==> src/rtl/addsub_nibble_seq_pkg.sv <==
// Shared ALU definitions for the nibble-serial adder/subtractor: slice width,
// sequencer states, the flag bundle and the signed-overflow rule.
package addsub_nibble_seq_pkg;

    localparam int NIBBLE_W = 4;

    typedef enum logic [1:0] {
        IDLE = 2'd0,
        RUN  = 2'd1,
        DONE = 2'd2
    } state_e;

    typedef struct packed {
        logic carry;
        logic zero;
        logic negative;
        logic overflow;
    } flags_t;

    // Two operands of equal sign producing a result of the other sign.
    function automatic logic signed_overflow(input logic a_msb,
                                             input logic b_msb,
                                             input logic r_msb);
        return (a_msb == b_msb) && (r_msb != a_msb);
    endfunction

endpackage

==> src/rtl/addsub_nibble_seq_adder_283.sv <==
// 4-bit binary full adder with carry in/out, modelling one 74x283 slice.
module adder_283
    import addsub_nibble_seq_pkg::*;
(
    input  logic [NIBBLE_W-1:0] i_a,
    input  logic [NIBBLE_W-1:0] i_b,
    input  logic                i_cin,
    output logic [NIBBLE_W-1:0] o_sum,
    output logic                o_cout
);

    logic [NIBBLE_W:0] w_total;

    assign w_total = {1'b0, i_a} + {1'b0, i_b} + {{NIBBLE_W{1'b0}}, i_cin};
    assign o_sum   = w_total[NIBBLE_W-1:0];
    assign o_cout  = w_total[NIBBLE_W];

endmodule

==> src/rtl/addsub_nibble_seq.sv <==
// Multi-cycle W-bit adder/subtractor, one nibble per clock through adder_283.
// Optional macro ADDSUB_CARRY_IN_EN adds a cin port used as the initial carry.
module addsub_nibble_seq
    import addsub_nibble_seq_pkg::*;
#(
    parameter int NIBBLES = 2
) (
    input  logic                        clk,
    input  logic                        reset,
    input  logic                        start,
    input  logic                        sub,
`ifdef ADDSUB_CARRY_IN_EN
    input  logic                        cin,
`endif
    input  logic [NIBBLES*NIBBLE_W-1:0] a,
    input  logic [NIBBLES*NIBBLE_W-1:0] b,
    output logic                        busy,
    output logic                        done,
    output logic [NIBBLES*NIBBLE_W-1:0] result,
    output logic                        carry,
    output logic                        zero,
    output logic                        negative,
    output logic                        overflow
);

    localparam int W     = NIBBLES * NIBBLE_W;
    localparam int IDX_W = (NIBBLES > 1) ? $clog2(NIBBLES) : 1;

    state_e             r_state;
    state_e             w_state_next;
    logic               w_accept;
    logic               w_cin0;
    logic               w_last;
    logic [W-1:0]       r_a;
    logic [W-1:0]       r_b;
    logic [W-1:0]       r_acc;
    logic               r_cy;
    logic [IDX_W-1:0]   r_idx;
    logic [W-1:0]       w_a_sh;
    logic [W-1:0]       w_b_sh;
    logic [NIBBLE_W-1:0] w_sum;
    logic               w_cout;
    flags_t             w_flags;
    flags_t             r_flags;
    logic [W-1:0]       r_result;
    logic               r_busy;
    logic               r_done;

`ifdef ADDSUB_CARRY_IN_EN
    assign w_cin0 = cin;
`else
    assign w_cin0 = sub;
`endif

    assign w_last = (r_idx == IDX_W'(NIBBLES - 1));
    assign w_a_sh = r_a >> (r_idx * NIBBLE_W);
    assign w_b_sh = r_b >> (r_idx * NIBBLE_W);

    adder_283 u_adder (
        .i_a    (w_a_sh[NIBBLE_W-1:0]),
        .i_b    (w_b_sh[NIBBLE_W-1:0]),
        .i_cin  (r_cy),
        .o_sum  (w_sum),
        .o_cout (w_cout)
    );

    // Sequencer next state; start is taken in IDLE and, back-to-back, in DONE.
    always_comb begin
        w_state_next = r_state;
        w_accept     = 1'b0;
        case (r_state)
            IDLE: begin
                if (start) begin
                    w_accept     = 1'b1;
                    w_state_next = RUN;
                end else begin
                    w_state_next = IDLE;
                end
            end
            RUN: begin
                if (w_last) begin
                    w_state_next = DONE;
                end else begin
                    w_state_next = RUN;
                end
            end
            DONE: begin
                if (start) begin
                    w_accept     = 1'b1;
                    w_state_next = RUN;
                end else begin
                    w_state_next = IDLE;
                end
            end
            default: begin
                w_state_next = IDLE;
            end
        endcase
    end

    // Flags are formed from the completed accumulator and the latched operands.
    always_comb begin
        w_flags          = '0;
        w_flags.carry    = r_cy;
        w_flags.zero     = (r_acc == {W{1'b0}});
        w_flags.negative = r_acc[W-1];
        w_flags.overflow = signed_overflow(r_a[W-1], r_b[W-1], r_acc[W-1]);
    end

    // State, operand latches, carry flip-flop and nibble accumulator.
    always_ff @(posedge clk) begin
        if (reset) begin
            r_state <= IDLE;
            r_a     <= {W{1'b0}};
            r_b     <= {W{1'b0}};
            r_acc   <= {W{1'b0}};
            r_cy    <= 1'b0;
            r_idx   <= {IDX_W{1'b0}};
        end else begin
            r_state <= w_state_next;
            if (w_accept) begin
                r_a   <= a;
                r_b   <= b ^ {W{sub}};
                r_cy  <= w_cin0;
                r_idx <= {IDX_W{1'b0}};
            end else if (r_state == RUN) begin
                for (int n = 0; n < NIBBLES; n++) begin
                    if (r_idx == IDX_W'(n)) begin
                        r_acc[n*NIBBLE_W +: NIBBLE_W] <= w_sum;
                    end
                end
                r_cy  <= w_cout;
                r_idx <= r_idx + IDX_W'(1);
            end
        end
    end

    // Output registers lag the state by one edge, so only DONE publishes a result.
    always_ff @(posedge clk) begin
        if (reset) begin
            r_busy   <= 1'b0;
            r_done   <= 1'b0;
            r_result <= {W{1'b0}};
            r_flags  <= '0;
        end else begin
            r_busy <= (r_state == RUN);
            r_done <= (r_state == DONE);
            if (r_state == DONE) begin
                r_result <= r_acc;
                r_flags  <= w_flags;
            end
        end
    end

    assign busy     = r_busy;
    assign done     = r_done;
    assign result   = r_result;
    assign carry    = r_flags.carry;
    assign zero     = r_flags.zero;
    assign negative = r_flags.negative;
    assign overflow = r_flags.overflow;

endmodule

==> config.mk <==
export PLATFORM = sky130hd
export DESIGN_NAME = addsub_nibble_seq
export DESIGN_NICKNAME = d
export VERILOG_FILES = /design/src/rtl/addsub_nibble_seq_pkg.sv /design/src/rtl/addsub_nibble_seq_adder_283.sv /design/src/rtl/addsub_nibble_seq.sv
export SDC_FILE = /design/constraint.sdc
export NUM_CORES = 1
export LEC_CHECK = 0
export CORE_ASPECT_RATIO = 1.75
export CORE_MARGIN = 5
export CORE_UTILIZATION = 40
export CTS_CLUSTER_SIZE = 16
export DETAILED_ROUTE_END_ITERATION = 16
export GPL_ROUTABILITY_DRIVEN = 0
export MAX_ROUTING_LAYER = met4
export PLACE_DENSITY = 0.71
export SLEW_MARGIN = 20
export SYNTH_ARGS = -nofsm -noshare
export SYNTH_HDL_FRONTEND = slang
export SYNTH_HIERARCHICAL = 1
export SYNTH_SLANG_ARGS = --single-unit
==> constraint.sdc <==
create_clock -name clk -period 4.8 [get_ports clk]
set_input_delay 0.72 -clock clk [delete_from_list [all_inputs] [get_ports clk]]
set_output_delay 0.72 -clock clk [all_outputs]
set_load 0.03 [all_outputs]
======== Word-level counts from Yosys, hierarchy flattened ========
Index checks and enable logic that the tools add are counted.
word-level totals
  register bits ........................... 42
  bits in latches ......................... 0
  memory bits (writable) .................. 0
  memory bits (read-only) ................. 0
  bits of input ports ..................... 20
  logic and storage cells ................. 41
  memories kept ........................... 0
cells by class
  add/subtract/negate cells ............... 3
  $mul .................................... 0
  div/mod/pow operators ................... 0
  magnitude comparators ................... 0
  eq/ne operators ......................... 4
  shift operators ......................... 2
  multiplexer cells ....................... 7
  bitwise operators ....................... 3
  reduce and logical (&&, ||, !) cells .... 8
operator list
  cell                 count
  $shr 8x3->4          2
  $logic_not 8->1      1
  $xor 8x8->8          1
  $reduce_and 3->1     2
  $add 4x4->5          1
  $add 5x1->5          1
  $mux 1               5
  $pmux 2 s2           1
  $reduce_or 2->1      2
  $eq 2x1->1 const B   1
  $eq 2x2->1 const B   1
  $logic_not 2->1      1
  $mux 2               1
  $not 1->1            2
  $reduce_bool 2->1    1
  $add 1x1->1 const B  1
  $eq 1x1->1           1
  $logic_and 1x1->1    1
  $ne 1x1->1           1

======== Depth between registers and ports, before layout ========
  depth after elaboration ................. 5
  mapped depth ............................ 11
  mapped depth without buffers ............ 9

======== Cells and area by module ========
The synthesis kept the hierarchy.
modules (own cells, without submodules)
  module             times used  cells each  area an instance (sq um)  seq. area each (sq um)
  addsub_nibble_seq  1           185         1671.6                    820.8
  adder_283          1           16          143.9                     0.0

======== Worst setup path before layout ========
No wires, ideal clock.
  kind .................................... reg-to-reg
  start point ............................. register r_idx
  end point ............................... register r_cy
  library setup time ...................... 0.124 ns
  data arrival time ....................... 2.108 ns
  data required time ...................... 4.676 ns
  slack ................................... 2.567 ns
  cell stages (with the launch flop) ...... 12
  buffers on the path ..................... 2
  period minus slack after synthesis ...... 2.233 ns
  cells stage by stage .................... dfxtp_1 buf_2 buf_2 mux2_2 fa_1 inv_1 fa_1 nor2b_1 o21ai_0 nand2b_1 mux2i_1 a211oi_2
between the ends
  longest elaborated chain between the ends .. 5
  elaborated cells between the ends (all ways) .. 6
  classes of those cells .................. add/sub: 2; shift: 2; mux: 2
RTL lines
  item                    RTL line                           text
  start, declared         addsub_nibble_seq.sv:38            logic [IDX_W-1:0] r_idx;
  start signal, assigned  addsub_nibble_seq.sv:118           r_idx <= {IDX_W{1'b0}};
  start signal, assigned  addsub_nibble_seq.sv:125           r_idx <= {IDX_W{1'b0}};
  start signal, assigned  addsub_nibble_seq.sv:133           r_idx <= r_idx + IDX_W'(1);
  $shr 8x3->4             addsub_nibble_seq.sv:57            assign w_b_sh = r_b >> (r_idx * NIBBLE_W);
  via w_b_sh[0]           addsub_nibble_seq.sv:40            logic [W-1:0] w_b_sh;
  $add 4x4->5             addsub_nibble_seq_adder_283.sv:14  assign w_total = {1'b0, i_a} + {1'b0, i_b} + {{NIBBLE_W{1'b0}}, i_cin};
  $add 5x1->5             addsub_nibble_seq_adder_283.sv:14
  via w_cout              addsub_nibble_seq.sv:42            logic w_cout;
  $mux 1                  addsub_nibble_seq.sv:126           end else if (r_state == RUN) begin
  $mux 1                  addsub_nibble_seq.sv:121           if (w_accept) begin
  end signal, assigned    addsub_nibble_seq.sv:124           r_cy <= w_cin0;
  end signal, assigned    addsub_nibble_seq.sv:132           r_cy <= w_cout;
  end, declared           addsub_nibble_seq.sv:37            logic r_cy;
The timed path passes the listed nets, and every way through them passes these cells. The select of a mux whose other input is x is not followed.
A chain may end at the register's enable or synchronous reset.

======== Worst setup path after layout ========
  start point ............................. register r_idx
  end point ............................... register r_cy
between the ends
  longest elaborated chain between the ends .. 5
  elaborated cells between the ends (all ways) .. 6
  classes of those cells .................. add/sub: 2; shift: 2; mux: 2
RTL lines
  item           RTL line                           text
  $shr 8x3->4    addsub_nibble_seq.sv:56            assign w_a_sh = r_a >> (r_idx * NIBBLE_W);
  via w_a_sh[0]  addsub_nibble_seq.sv:39            logic [W-1:0] w_a_sh;
  $add 4x4->5    addsub_nibble_seq_adder_283.sv:14
  $add 5x1->5    addsub_nibble_seq_adder_283.sv:14
  via w_cout     addsub_nibble_seq.sv:42
  $mux 1         addsub_nibble_seq.sv:126
  $mux 1         addsub_nibble_seq.sv:121
The timed path passes the listed nets, and every way through them passes these cells. The select of a mux whose other input is x is not followed.

==> results <==
- On the final layout, the worst clock skew is 7.99 ps.
- The completed layout was analyzed and its total power is 0.000801 W.
- The total number of vias is 1359.
- Static timing analysis puts the maximum clock frequency at 411 MHz.
- The floorplan step defined a die boundary enclosing 0.00604 mm².
- At the worst endpoint, the arrival time is 2590 ps.
- Summed over all cells, the static leakage comes to 0.855 nW.
- The via-per-instance ratio is 4.85.
- The x dimension of the die is 60.9 µm.
- The number of antenna diodes in the final layout is 0.
- The signal on the critical path passes through mux2_2 -> fa_1 -> inv_1 -> fa_1 -> nor2b_1 -> o21ai_0 -> nand2b_1 -> mux2i_1 -> a211oi_2.
- Max-cap violations in this run came to 0.
- Counting both buffers and inverters, the worst setup path holds a total of 1.
- A synthesized cell averages 9.03 µm².
- Entering global routing, the biggest net connects 41 pins.
- The count of nets left with antenna violations once routing finished came out at 0.
- The most frequent cell after synthesis is sky130_fd_sc_hd__dfxtp_1.
- The clock passes through at most 2 buffers.
- The worst setup timing slack at the placement stage is 2360 ps.
- The endpoint kind of the worst setup timing path is a flip-flop.
- Setup repair after global routing left no endpoint under its margin.
- The I/O pin count is 34.
- The shortest period the worst path allows is 2430 ps.
- The routed length per instance is 11.9 µm.
- Setup violations remaining at the end of the flow were counted as 0.
- The cell family contributing the most delay on the critical path is flip-flops.
- In this run, distinct cell masters in the synthesized netlist total 30.
- STA classifies the critical path startpoint as a flip-flop.
- TritonCTS built the clock tree.
- Among all stages on the critical path, the largest delay is contributed by sky130_fd_sc_hd__dfxtp_1.
- In this run, synthesis inferred 0 flip-flops with an integrated enable.
- The instance count of the mapped netlist is 201.
- The number of buffers added for setup after CTS is 0.
- The kind of critical path is reg2reg.
- Counting every net in the synthesized netlist gives 226.
- The largest voltage drop on the vdd net is 0.267 mV.
- After filler insertion, the fill cell instance count of the layout stands at 425.
- The number of non-filler instances in the completed layout is 280.
- In the routed design, unresolved DRC markers number 0.
- Sorting the synthesized cells by area gives the leading types as sky130_fd_sc_hd__dfxtp_1 (45%), sky130_fd_sc_hd__nand2_1 (8.1%), sky130_fd_sc_hd__a21oi_1 (6.6%).
- The area share of the largest cell type after synthesis is 45.2%.
- The area growth from synthesis to layout is 25.0%.
- Buffers inserted during clock tree synthesis total 5.
- The starting DRC count in detailed routing is 21.
- The effective utilization at floorplan is 41.2%.
- Clock latency on the worst-skew pair, taken at its later pin, is 290 ps.
- Summed over all failing endpoints, the final setup total negative slack is 0 ps.
- In this run the tightest slew margin relative to its limit is 61.6%.
- Of the available clock period, the critical path in the final layout requires 50.7%.
- The commonest cells after synthesis are sky130_fd_sc_hd__dfxtp_1 (41), sky130_fd_sc_hd__nand2_1 (39), sky130_fd_sc_hd__a21oi_1 (24).
- After synthesis, flip-flops and latches occupy 45.2% of the total area.
- The final global-route overflow total is 0.
- In this design, the stage delay of the slowest critical-path cell is 690 ps.
- In this run the number of H-tree levels came out at 2.
- The setup slack after layout is 2370 ps.
- Counting flops with an async set or reset pin after synthesis yields a share of 0%.
- Among all flip-flop cells after synthesis, the most frequent one is sky130_fd_sc_hd__dfxtp_1.
- The total number of clock tree sinks is 41.
- The number of global-route vias before repair came to 1299.
- The overall routing resource usage is 12.7%.
- Once detailed placement completed, the half-perimeter wirelength came to 2.54 mm.
- The buffer type at the clock tree root is sky130_fd_sc_hd__clkbuf_8.
- sky130_fd_sc_hd__dfxtp_1 takes more of the synthesized area than any other cell.
- The path type of the worst min-delay path is reg2reg.
- After clock tree synthesis, the clock-pin slew on the worst setup and hold paths is 80 ps.
- The count of hold-fix buffers inserted at cts is 0.
- The first global-routing pass estimated 5.70 mm of wire.
- The number of antenna violations at the first check in global routing is 0.
- Cells with a size suffix above 1 make up 10.9% of the layout.
- At the pin with the least slew margin, the transition time is 575 ps.
- The count of warnings emitted by yosys is 6.
- At the worst endpoint, the required time is 4950 ps.
- The power per unit of standard cell area is 353 mW/mm².
- In this run the cell area of the synthesized design comes to 0.00182 mm².
- The total count of hold-check failures in the final report is 0.
- The total instance count after detailed placement is 272.
- In this run the tool buffered the top-level ports with 33 buffer cells.
- The total wirelength of the detailed-routed design is 3.33 mm.
- By instance count, the cell type seen most on the critical path is sky130_fd_sc_hd__fa_1.
- The floorplan has 32 rows.
- In this run, post-CTS repair resized a total of 0 instances.
- For this run, the post-layout net count is 253.
- The flow ran to the end, and the final reports show no timing, DRC or antenna violations.
- In this run the vertical extent of the chip is 99.1 µm.
- In this run, synthesis produced a sequential element count of 41.
- For this run, the detailed router's first-pass iteration total came to 4.
- The number of slew-limit violations in the final report came to 0.
- The maximum fanout count along the critical path is 17.
- The total area inside the core boundary comes to 0.00440 mm².
## stage by stage
stage          hold WS, ps  cell area [µm²]  utilization [%]
2_1_floorplan          433             1820                -
3_3_place_gp           440             2140             48.5
3_5_place_dp           448             2140             48.5
4_1_cts                460             2270             51.5
5_1_grt                479             2270             51.5
6_report               456             2270             51.5
## cell families after synthesis
kind of cell	count (synthesis)	share of synthesized area, %
AOI/OAI and AO/OA	41	14.5
xor gates and xnor gates	10	4.82
adders and majority gates	5	4.27
buffers and inverters	19	5.72
DFF	41	45.2
muxes	13	7.72
and+or+nand+nor	72	17.8
## layout by cell type (no fill, tap or decap), drive strengths merged
master / count
nor3b: 1
a311oi: 1
or3b: 1
inv: 4
mux2: 8
clkdlybuf4s50: 33
a21o: 1
nor4: 2
clkinv: 1
and2b: 1
buf: 2
fa: 2
a211oi: 9
nand2: 39
clkbuf: 5
bufinv: 2
or2: 1
and2: 1
xnor2: 10
nor2b: 2
nand2b: 4
mux2i: 5
dfxtp: 41
nand3: 2
a21oi: 25
nand3b: 2
nor2: 16
o21ai: 5
ha: 3
## flip-flops by register name, summed over array words and instances, names as in the netlist
name	flops
busy	1
carry	1
r_idx	1
done	1
zero	1
r_acc	8
r_a	8
r_state	2
r_b	8
result	7
overflow	1
negative	1
r_cy	1
## metal layers
metal | wire, µm | global-route usage [%] | vias to the layer above
li1 | - | - | 723
met1 | 1220 | 12.7 | 609
met2 | 1900 | 22.5 | 22
met3 | 117 | 1.95 | 5
met4 | 88 | 6.51 | 0
met5 | 0 | - | -
## final cells by class
cell class              instances  area [µm²]  area share [%]
multi-input cells             141         891            39.3
repair buffers                 35         345            15.2
clock buffers                   5        68.8            3.03
inverters                       4        15.0           0.662
flip-flops and latches         41         821            36.2
well taps                      51        63.8            2.81
clock inverters                 3        65.1            2.87
## path summary, 6_finish.rpt
path                      start            endpoint  slack, ps  cells after the start
max reg2reg  r_idx$_SDFFE_PP0N_   r_cy$_SDFFE_PP0P_       2370                      9
min          carry$_SDFFE_PP0P_  carry$_SDFFE_PP0P_        460                      2
min reg2reg  carry$_SDFFE_PP0P_  carry$_SDFFE_PP0P_        460                      2
max          r_idx$_SDFFE_PP0N_   r_cy$_SDFFE_PP0P_       2370                      9
## worst register-to-register path, delay by kind of cell (launching register included)
family | cells | cell delay (ps)
flops | 1 | 690
mux | 2 | 570
compound gates | 2 | 210
simple gates | 2 | 120
fa+ha+maj | 2 | 620
buf+inv | 1 | 80
## report_power, final
part           internal (W)  total (W)  switching (W)
combinational     0.0000540   0.000106      0.0000521
sequential         0.000357   0.000372      0.0000148
clock              0.000207   0.000323       0.000116
total              0.000618   0.000801       0.000183
Power figures use the tool's default switching activity.
